===== src/rtl/clock_enable_tree.sv =====
// Single-clock enable tree: prescaler, power-of-two tap chain, square outputs,
// and the CPU clock-mode FSM that gates the datapath advance pulse.
//
//   state        | meaning
//   MODE_MANUAL  | CPU advances once per captured step, released on a base tick
//   MODE_AUTO    | CPU advances on every AUTO_CH tap
//   MODE_TURBO   | CPU advances on every TURBO_CH tap
//   MODE_FAST    | CPU advances on every base tick
module clock_enable_tree #(
  parameter int                  PRE_DIV   = 262144,
  parameter int                  NUM_CH    = 3,
  parameter logic [NUM_CH*5-1:0] CH_SHIFTS = {5'd6, 5'd4, 5'd2},
  parameter int                  AUTO_CH   = 2,
  parameter int                  TURBO_CH  = 1
) (
  input  logic              Board_Clock,
  input  logic              Reset,
  input  logic [1:0]        Mode_Sel,
  input  logic              Step_In,
  input  logic              Halt,
  output logic              Base_Tick,
  output logic [NUM_CH-1:0] Tick,
  output logic [NUM_CH-1:0] Square,
  output logic              CPU_Enable,
  output logic [1:0]        Active_Mode,
  output logic              Step_Pending
);

  function automatic int max_shift();
    int m;
    m = 0;
    for (int k = 0; k < NUM_CH; k++)
      if (int'(CH_SHIFTS[k*5 +: 5]) > m) m = int'(CH_SHIFTS[k*5 +: 5]);
    return m;
  endfunction

  localparam int MAXS = max_shift();
  localparam int PW   = (PRE_DIV > 1) ? $clog2(PRE_DIV) : 1;
  localparam int QW   = (MAXS > 1) ? MAXS : 1;

  typedef enum logic [1:0] {
    MODE_MANUAL = 2'b00,
    MODE_AUTO   = 2'b01,
    MODE_TURBO  = 2'b10,
    MODE_FAST   = 2'b11
  } mode_t;

  logic [PW-1:0]     p;
  logic [QW-1:0]     q;
  logic              bt;
  logic [NUM_CH-1:0] tc;
  logic [2:0]        step_sr;
  logic              step_edge;
  mode_t             mode, mode_nxt;
  logic              en, pend_nxt;

  assign bt          = (p == PW'(PRE_DIV - 1));
  assign step_edge   = step_sr[1] & ~step_sr[2];
  assign Active_Mode = mode;

  // A tap fires when the low CH_SHIFTS[k] bits of q are all ones on a base tick.
  for (genvar k = 0; k < NUM_CH; k++) begin : g_ch
    localparam int            SH   = int'(CH_SHIFTS[k*5 +: 5]);
    localparam logic [QW-1:0] MASK = QW'((64'd1 << SH) - 64'd1);
    assign tc[k] = bt & ((q & MASK) == MASK);
  end

  always_ff @(posedge Board_Clock) begin
    if (Reset) mode <= MODE_MANUAL;
    else       mode <= mode_nxt;
  end

  always_comb begin
    mode_nxt = mode;
    en       = 1'b0;
    pend_nxt = Step_Pending;
    if (bt) mode_nxt = mode_t'(Mode_Sel);
    case (mode)
      MODE_MANUAL: en = bt & Step_Pending;
      MODE_AUTO:   en = tc[AUTO_CH];
      MODE_TURBO:  en = tc[TURBO_CH];
      MODE_FAST:   en = bt;
      default:     en = 1'b0;
    endcase
    // A queued step never survives a switch away from MANUAL.
    if (mode != MODE_MANUAL || mode_nxt != MODE_MANUAL) pend_nxt = 1'b0;
    else if (Step_Pending)                             pend_nxt = ~bt;
    else                                               pend_nxt = step_edge;
  end

  always_ff @(posedge Board_Clock) begin
    if (Reset) begin
      p            <= '0;
      q            <= '0;
      step_sr      <= '0;
      Base_Tick    <= 1'b0;
      Tick         <= '0;
      Square       <= '0;
      CPU_Enable   <= 1'b0;
      Step_Pending <= 1'b0;
    end else begin
      p            <= bt ? '0 : p + PW'(1);
      if (bt) q    <= q + QW'(1);
      step_sr      <= {step_sr[1:0], Step_In};
      Base_Tick    <= bt;
      Tick         <= tc;
      Square       <= Square ^ tc;
      CPU_Enable   <= ~Halt & en;
      Step_Pending <= pend_nxt;
    end
  end

endmodule


===== config.mk =====
export PLATFORM = sky130hd
export DESIGN_NAME = clock_enable_tree
export DESIGN_NICKNAME = d
export VERILOG_FILES = /design/src/rtl/clock_enable_tree.sv
export SDC_FILE = /design/constraint.sdc
export NUM_CORES = 1
export LEC_CHECK = 0
export ABC_AREA = 0
export ABC_CLOCK_PERIOD_IN_PS = 2900
export CAP_MARGIN = 15
export CORE_MARGIN = 5
export CORE_UTILIZATION = 50
export DETAILED_ROUTE_END_ITERATION = 7
export DONT_BUFFER_PORTS = 1
export SETUP_SLACK_MARGIN = 0.02
export SYNTH_ARGS = -nofsm -noshare
export SYNTH_HDL_FRONTEND = slang
export SYNTH_SLANG_ARGS = --single-unit

===== constraint.sdc =====
create_clock -name Board_Clock -period 2.9 [get_ports Board_Clock]
set_clock_uncertainty 0.1 [all_clocks]
set_input_delay 0.87 -clock Board_Clock [delete_from_list [all_inputs] [get_ports Board_Clock]]
set_output_delay 0.87 -clock Board_Clock [all_outputs]
set_load 0.005 [all_outputs]

==> impl_metrics.json <==
{
  "peakVddDrop_mv": 0.2379,
  "gp_congestion": 0.8262,
  "rsz0062_at_grt": "no",
  "synth_area_um2": 1607,
  "ys_ff_latch": 38,
  "cp.arrival_ns": 2.49,
  "syn2layout_area_growth_pct": 4.985,
  "core_area_um2": 3078,
  "crit_type": "flip-flop to flip-flop",
  "final_common_cell": "dfxtp_1",
  "hpwl_mm": 2.136,
  "setup_viol": 0,
  "ys_warn_count": 0,
  "cts-htree-levels": 2,
  "nets": 189,
  "routed_wl_mm": 3.012,
  "drive_gt1_frac": 0.05556,
  "die_area_um2": 4447,
  "max_clock_freq_mhz": 433.7,
  "die_h_um": 66.69,
  "max_slew_margin": 0.5523,
  "grt_pass1_vias": 1186,
  "clkLatencyLatePin_ns": 0.34,
  "layout_setup_ws_ns": 0.5943,
  "clk_path_buf_depth": 2,
  "n_antenna_cell": 0,
  "cts_hold_buf": 0,
  "cp-end-kind": "flip-flop",
  "synth_cell_types": 31,
  "fillers": 296,
  "preCtsSetupSlack_ns": 0.6131,
  "cts_tree": "yes",
  "drt_pass1_iterations": 4,
  "fp.dieW_um": 66.69,
  "grtUsageTotal": 0.1631,
  "synth_edf_count": 0,
  "initial_utilization": 0.5220,
  "path_clk_slew_ns": 0.10,
  "period_share": 0.7951,
  "final_cell_mix": "38 x dfxtp_1, 20 x nor2_1, 13 x a21oi_1",
  "cts.sinks": 38,
  "hold_viol": 0,
  "worstMarginPinSlew_ns": 0.6653,
  "post_cts_resized": 0,
  "vias_per_cell": 5.647,
  "grt_pass1_wl_mm": 5.437,
  "cp.required_ns": 3.08,
  "holdWs_ns": 0.3509,
  "postCtsSetupBuffers": 0,
  "drt-initial-drc-count": 96,
  "startpoint_type": "flip-flop",
  "powerDensity_nw_per_um2": 488.4,
  "post_drt_wl_per_cell_um": 13.45,
  "p_leak_nw": 0.5354,
  "ant_nets": 0,
  "min_period_ns": 2.306,
  "status": "complete, no violations",
  "slew_violations": 0,
  "drc": 0,
  "grt-ovfl-total": 0,
  "fin_tns_setup_ns": 0,
  "total_power_uw": 823.8,
  "io_pins": 17,
  "synthArstFlopShare": 0,
  "syn_inst": 180,
  "antenna_found_initial": 0,
  "syn_avg_cell_area_um2": 8.925,
  "path_max_fanout": 21,
  "vias": 1265,
  "yosysSeqAreaShare": 0.4735,
  "row_count": 20,
  "cap_viol_max_count": 0,
  "cts-root-buf": "clkbuf_4",
  "io_buffers": 0,
  "hp-class": "flip-flop to flip-flop",
  "grt_max_degree": 29,
  "numCtsBuffers": 5,
  "synth_flop_cell": "dfxtp_1",
  "syn_nets": 188
}
-- flip-flops by register name, indices dropped and copies added, names as in the netlist --
signal	flops
q	6
p	18
step_sr	3
Base_Tick	1
CPU_Enable	1
Tick	3
Active_Mode	2
Square	3
Step_Pending	1
-- Yosys cell counts (2+ instances only) --
master | number | area share
nand2_1 | 6 | 0.014
dfxtp_1 | 38 | 0.47
nor2b_1 | 4 | 0.016
clkbuf_1 | 6 | 0.014
nand4_1 | 5 | 0.019
nor3_1 | 6 | 0.019
xnor2_1 | 9 | 0.049
o21ai_0 | 6 | 0.019
inv_1 | 8 | 0.019
o31ai_1 | 6 | 0.028
a31oi_1 | 2 | 0.0078
and4_1 | 3 | 0.016
nor4_1 | 9 | 0.035
or3_1 | 3 | 0.012
xor2_1 | 4 | 0.022
nand3_1 | 12 | 0.037
or4_1 | 7 | 0.033
ha_1 | 2 | 0.016
a21oi_1 | 13 | 0.040
nor2_1 | 20 | 0.047
-- cells by family (layout without fill, tap and decap cells) --
family,Yosys count,count (layout),synth area share
and+or+nand+nor,80,80,0.2804
DFF,38,38,0.4735
AOI/OAI and AO/OA,31,31,0.1129
buffers and inverters,15,15,0.03972
xor gates and xnor gates,13,13,0.07087
adders and majority gates,2,2,0.01557
muxes,1,1,0.007009
-- critical path, cell delays in order (launching register included) --
cell,delay [ns]
dfxtp_1,0.43
ha_1,0.29
inv_1,0.12
or4_4,0.67
or4_1,0.49
a21oi_1,0.15
-- layout make-up --
cell class | instances | area (um^2) | area share
multi-input cells | 127 | 782.0 | 0.4636
flip-flops and latches | 38 | 760.7 | 0.4510
well taps | 44 | 55.05 | 0.03264
clock buffers | 6 | 51.30 | 0.03042
inverters | 8 | 30.03 | 0.01780
repair buffers | 1 | 7.507 | 0.004451
-- worst paths after layout --
kind / startpoint / to / slack [ns] / cells after the start
worst max-delay path: p[0] / Square[1] / 0.59 / 5
worst max register to register: p[0] / Square[1] / 0.59 / 5
worst min-delay path: step_sr[0] / step_sr[1] / 0.35 / 1
worst min register to register: step_sr[0] / step_sr[1] / 0.35 / 1
-- power breakdown --
part,switching (mW),internal [mW],total (mW)
combinational,0.0118,0.0106,0.0224
sequential,0.00880,0.530,0.539
clock,0.154,0.109,0.263
-- through the flow --
stage	utilization	instance area, um^2	instances
2_1_floorplan	-	1607	180
3_3_place_gp	0.5313	1635	218
3_5_place_dp	0.5313	1635	218
4_1_cts	0.5480	1687	224
5_1_grt	0.5480	1687	224
6_report	0.5480	1687	224
-- routing by layer --
metal  GRT usage  vias up  routed length, um
li1            -      650                  -
met1      0.1801      588               1271
met2      0.2797       20               1551
met3     0.05228        7                135
met4     0.07868        0                 54
met5           0        -                  0
Note: power is estimated with default switching activity, not from simulation.
